==> src/rtl/bcd_time_pkg.sv <==
// Shared BCD types, field limits and preset clamping for the stopwatch time counter.
package bcd_time_pkg;

  typedef logic [3:0] bcd_digit_t;

  typedef struct packed {
    bcd_digit_t tens;
    bcd_digit_t units;
  } bcd_field_t;

  localparam int SEC_MIN_MAX = 59;
  localparam int HOUR_MAX_24 = 23;

  function automatic bcd_field_t to_bcd(input int v);
    bcd_field_t r;
    r.tens  = 4'(v / 10);
    r.units = 4'(v % 10);
    return r;
  endfunction

  // Non-BCD or over-range presets saturate to the field maximum.
  function automatic bcd_field_t bcd_clamp(input bcd_field_t f, input int max_val);
    int v;
    if (f.tens > 4'd9 || f.units > 4'd9) return to_bcd(max_val);
    v = 10 * int'(f.tens) + int'(f.units);
    if (v > max_val) return to_bcd(max_val);
    return f;
  endfunction

endpackage

==> src/rtl/bcd_field.sv <==
// Two-digit BCD modulo-(MAX+1) counter with preset; carry/borrow flag a wrap on this cycle's step.
module bcd_field
  import bcd_time_pkg::*;
#(
  parameter int MAX = SEC_MIN_MAX
) (
  input  logic       clk,
  input  logic       RESET,
  input  logic       inc,
  input  logic       dec,
  input  logic       load,
  input  bcd_field_t load_val,
  output bcd_field_t value,
  output logic       carry_out,
  output logic       borrow_out
);

  localparam bcd_field_t MAX_BCD = to_bcd(MAX);

  logic at_max;
  logic at_zero;

  assign at_max     = (value == MAX_BCD);
  assign at_zero    = (value == '0);
  assign carry_out  = inc & at_max;
  assign borrow_out = dec & at_zero;

  always_ff @(posedge clk) begin
    if (RESET) begin
      value <= '0;
    end else if (load) begin
      value <= bcd_clamp(load_val, MAX);
    end else if (inc) begin
      if (at_max)                   value <= '0;
      else if (value.units == 4'd9) value <= {value.tens + 4'd1, 4'd0};
      else                          value <= {value.tens, value.units + 4'd1};
    end else if (dec) begin
      if (at_zero)                  value <= MAX_BCD;
      else if (value.units == 4'd0) value <= {value.tens - 4'd1, 4'd9};
      else                          value <= {value.tens, value.units - 4'd1};
    end
  end

endmodule

==> src/rtl/bcd_time_counter.sv <==
// N-field BCD time counter: up/down count with sticky expiry, per-field adjust, preset load and lap capture.
module bcd_time_counter
  import bcd_time_pkg::*;
#(
  parameter int N_FIELDS = 2,
  parameter int TOP_MAX  = 59
) (
  input  logic                  clk,
  input  logic                  RESET,
  input  logic                  tick_cnt,
  input  logic                  tick_adj,
  input  logic                  pause,
  input  logic                  adj,
  input  logic [1:0]            sel,
  input  logic                  dir,
  input  logic                  lap,
  input  logic                  load,
  input  logic [8*N_FIELDS-1:0] load_bcd,
  output logic [8*N_FIELDS-1:0] time_bcd,
  output logic [8*N_FIELDS-1:0] lap_bcd,
  output logic                  lap_valid,
  output logic                  wrap,
  output logic                  expired
);

  localparam int W = 8 * N_FIELDS;

  logic adj_op;
  logic cnt_op;
  logic cnt_up;
  logic cnt_dn;
  logic all_zero;
  logic at_one;
  logic unused_borrow;

  logic [N_FIELDS-1:0] inc;
  logic [N_FIELDS-1:0] dec;
  logic [N_FIELDS-1:0] carry;
  logic [N_FIELDS-1:0] borrow;

  assign adj_op   = !load & adj & tick_adj;
  assign cnt_op   = !load & !adj & !pause & tick_cnt;
  assign all_zero = (time_bcd == '0);
  assign at_one   = (time_bcd == W'(1));
  assign cnt_up   = cnt_op & !dir;
  // Down-count stalls once expired, and at all-zero (that tick only sets expired).
  assign cnt_dn   = cnt_op & dir & !expired & !all_zero;

  assign unused_borrow = borrow[N_FIELDS-1];

  for (genvar i = 0; i < N_FIELDS; i++) begin : g_field
    localparam int FMAX = (i == N_FIELDS - 1) ? TOP_MAX : SEC_MIN_MAX;
    bcd_field_t value;

    if (i == 0) begin : g_lsb
      assign inc[i] = cnt_up | (adj_op & (sel == 2'(i)));
      assign dec[i] = cnt_dn;
    end else begin : g_upper
      // Carry only ripples on a count step; an adjust wrap stays within its field.
      assign inc[i] = (cnt_op & carry[i-1]) | (adj_op & (sel == 2'(i)));
      assign dec[i] = borrow[i-1];
    end

    bcd_field #(.MAX(FMAX)) u_field (
      .clk       (clk),
      .RESET     (RESET),
      .inc       (inc[i]),
      .dec       (dec[i]),
      .load      (load),
      .load_val  (load_bcd[8*i +: 8]),
      .value     (value),
      .carry_out (carry[i]),
      .borrow_out(borrow[i])
    );

    assign time_bcd[8*i +: 8] = value;
  end

  always_ff @(posedge clk) begin
    if (RESET) begin
      wrap      <= 1'b0;
      expired   <= 1'b0;
      lap_bcd   <= '0;
      lap_valid <= 1'b0;
    end else begin
      wrap <= (cnt_up & carry[N_FIELDS-1]) | (cnt_dn & at_one);
      if (load || !dir)                   expired <= 1'b0;
      else if (cnt_op && (all_zero || at_one)) expired <= 1'b1;
      if (lap) begin
        lap_bcd   <= time_bcd;
        lap_valid <= 1'b1;
      end
    end
  end

endmodule

==> config.mk <==
export PLATFORM = sky130hd
export DESIGN_NAME = bcd_time_counter
export DESIGN_NICKNAME = d
export VERILOG_FILES = /design/src/rtl/bcd_time_pkg.sv /design/src/rtl/bcd_field.sv /design/src/rtl/bcd_time_counter.sv
export SDC_FILE = /design/constraint.sdc
export NUM_CORES = 1
export LEC_CHECK = 0
export BUFFER_PORTS_ARGS = -buffer_cell sky130_fd_sc_hd__buf_2
export CAP_MARGIN = 10
export CORE_MARGIN = 5
export CORE_UTILIZATION = 55
export CTS_CLUSTER_DIAMETER = 50
export DETAILED_ROUTE_END_ITERATION = 12
export PLACE_DENSITY = 0.8
export SYNTH_ARGS = -nofsm -noshare
export SYNTH_HDL_FRONTEND = slang
export SYNTH_HIERARCHICAL = 1
export SYNTH_SLANG_ARGS = --single-unit
==> constraint.sdc <==
create_clock -name clk -period 4.11 [get_ports clk]
set_input_delay 0.411 -clock clk [delete_from_list [all_inputs] [get_ports clk]]
set_output_delay 0.411 -clock clk [all_outputs]
set_load 0.01 [all_outputs]
==> impl_metrics.yaml <==
outcome:
  status: "finished, final reports clean"
timing:
  slew_headroom_pct: 21.85
  finalSetupViolations: 0
  drv_slew: 0
  worst_pin_slew_ns: 1.160
  grt_setup_unrepaired: "no"
  max_freq_mhz: 302.5
  finalSetupTns_ns: 0
  fin_crit_sh_pct: 80.43
  final.min_clock_period_ns: 3.306
  skew_ns: 0.008813
  hold_viol_final: 0
layout:
  fin_area_um2: 3433
  final_nets: 470
  drive_above_1_share_pct: 23.30
  num_antenna_cells: 0
  areaGrowthSynthToFinish_pct: 14.00
setup_path:
  critPathBufInv: 3
  critical_path_arrival_ns: 3.51
  crit_family: "simple AND/OR/NAND/NOR gates"
  endpoint_kind: "flip-flop"
  crit_top_cell: "nor2_1"
  critical_path_peak_fanout: 10
  critPathLaunchType: "primary input"
  slowest_delay_ns: 0.65
  crit_type: "primary input to flip-flop"
  cp_slowest_cell: "or4bb_2"
  required_ns: 4.32
  path_cells: "buf_2 > or4bb_2 > o22ai_1 > buf_4 > and4b_4 > inv_1 > nor2_1 > nand2_1 > o21ai_0 > and2b_4 > a211oi_2 > nor2_1 > a221oi_2"
drt:
  viasPerCell: 6.043
  wl_per_cell_um: 15.41
  drc_errors: 0
  detail-route-antenna-nets: 0
  first_pass_iters: 5
  drt_iter0_drc: 238
  vias: 2925
  finalWirelength_mm: 7.458
flow_run:
  cap_violations: 0
power:
  finalPower_uw: 950.4
  power.switching_uw: 341.1
  p_int_uw: 609.3
  p_comb_share_pct: 32.0
  ir_worst_vdd_v: 0.0001362
  swShare_pct: 35.89
  p_seq_share_pct: 42.0
  power_density_nw_per_um2: 276.8
  p_leak_nw: 1.559
  pwr-share-clk_pct: 26.0
cts:
  clk_pin_slew_worst_paths_ns: 0.08
  cts-resized-gates: 0
  postCtsSetupBuffers: 0
  ctsHoldBuffers: 0
  cts_root_buf: "clkbuf_8"
  h-tree-depth: 2
  cts_buffer_depth: 2
  tritoncts: "done"
  cts.sinks: 35
  cts_buffers: 5
  clock_latency_ns: 0.29
floorplanning:
  dieArea_um2: 7056
  coreArea_um2: 5405
  die_y_um: 84
  rows: 27
  initial_core_util_pct: 55.72
  die_w_um: 84
  io_pins: 62
placement:
  place_congestion: 0.9086
  dpl.hpwl_mm: 5.715
  place.port_buffers: 61
  place_area_um2: 3344
synthesis:
  yosysWarnings: 6
  syn_inst: 353
  postSynthAreaPerCell_um2: 8.532
  synthesis.area_um2: 3012
  synthesis.nets: 412
global_route:
  grt_pass1_wl_mm: 12.57
  grt-ovfl-total: 0
  antenna_found_initial: 0
  grt_usage_pct: 20.95
  grt_max_degree: 34
  grt_pass1_vias: 2738
min_path:
  hp-class: "primary input to flip-flop"
## through the flow
step                      hold slack (ns)  instances  util [%]  worst slack, ns
after detailed placement           0.4574        476     61.88           0.5495
after global placement             0.4426        476     61.88           0.6021
final                              0.3646        484     63.52           0.8044
after CTS                          0.3590        484     63.52           0.8360
after global routing               0.3822        484     63.52           0.6115
after floorplan                    0.4772        353         -            1.069
## final timing paths
kind / startpoint / end / slack, ns / cells after the start
worst min-delay path: load_bcd[8] / g_field[1].u_field/value[0]$_SDFFE_PP0P_ / 0.36 / 2
worst max register to register: g_field[0].u_field/value[6]$_SDFFE_PP0P_ / g_field[1].u_field/value[3]$_SDFFE_PP0P_ / 0.97 / 9
worst max-delay path: load / g_field[1].u_field/value[5]$_SDFFE_PP0P_ / 0.80 / 13
worst min register to register: lap_valid$_SDFFE_PP0P_ / lap_valid$_SDFFE_PP0P_ / 0.47 / 2
## state kept, by name (all words and copies together), names as in the netlist
name,cells
expired,1
wrap,1
lap_bcd,16
lap_valid,1
g_field.u_field/value,16
## placed cells by master, fill, tap and decap left out, types with 5 or more instances in the layout
cell and n:
dfxtp_1 35, nor3_1 10, clkbuf_8 5, nor2_1 32, o22ai_1 5, a221oi_1 6
nand4_1 6, nand2_1 19, nand2b_1 8, a21oi_1 17, xor2_1 6, buf_2 61
a211oi_1 10, o41ai_1 6, nor2b_1 10, nand3_1 8, o21ai_0 9, mux2i_1 16
inv_1 29, ha_1 28, a31oi_1 6
## layout make-up
class,instances,area [µm²]
well taps,72,90.09
clock inverters,3,20.02
clock buffers,5,68.82
inverters,29,108.9
repair buffers,63,320.3
flip-flops and latches,35,700.7
multi-input cells,277,2125
fillers,475,1972
## power by group through the flow
stage	Sequential, mW	Combinational (mW)	Clock (mW)
after floorplan	0.403	0.208	0
after global placement	0.405	0.292	0
after detailed placement	0.406	0.299	0
after CTS	0.399	0.301	0.253
after global routing	0.404	0.337	0.269
final	0.399	0.304	0.247
## layer usage
metal / vias to the layer above / global-route usage (%) / routed length (µm) / share of wire, %
met5: - / 0 / 0 / 0
met2: 112 / 35.79 / 3518 / 47
met1: 1368 / 26.57 / 3317 / 44
li1: 1435 / - / - / -
met3: 10 / 3.751 / 515 / 6.9
met4: 0 / 6.725 / 106 / 1.4
Note: power is estimated with default switching activity, not from simulation.
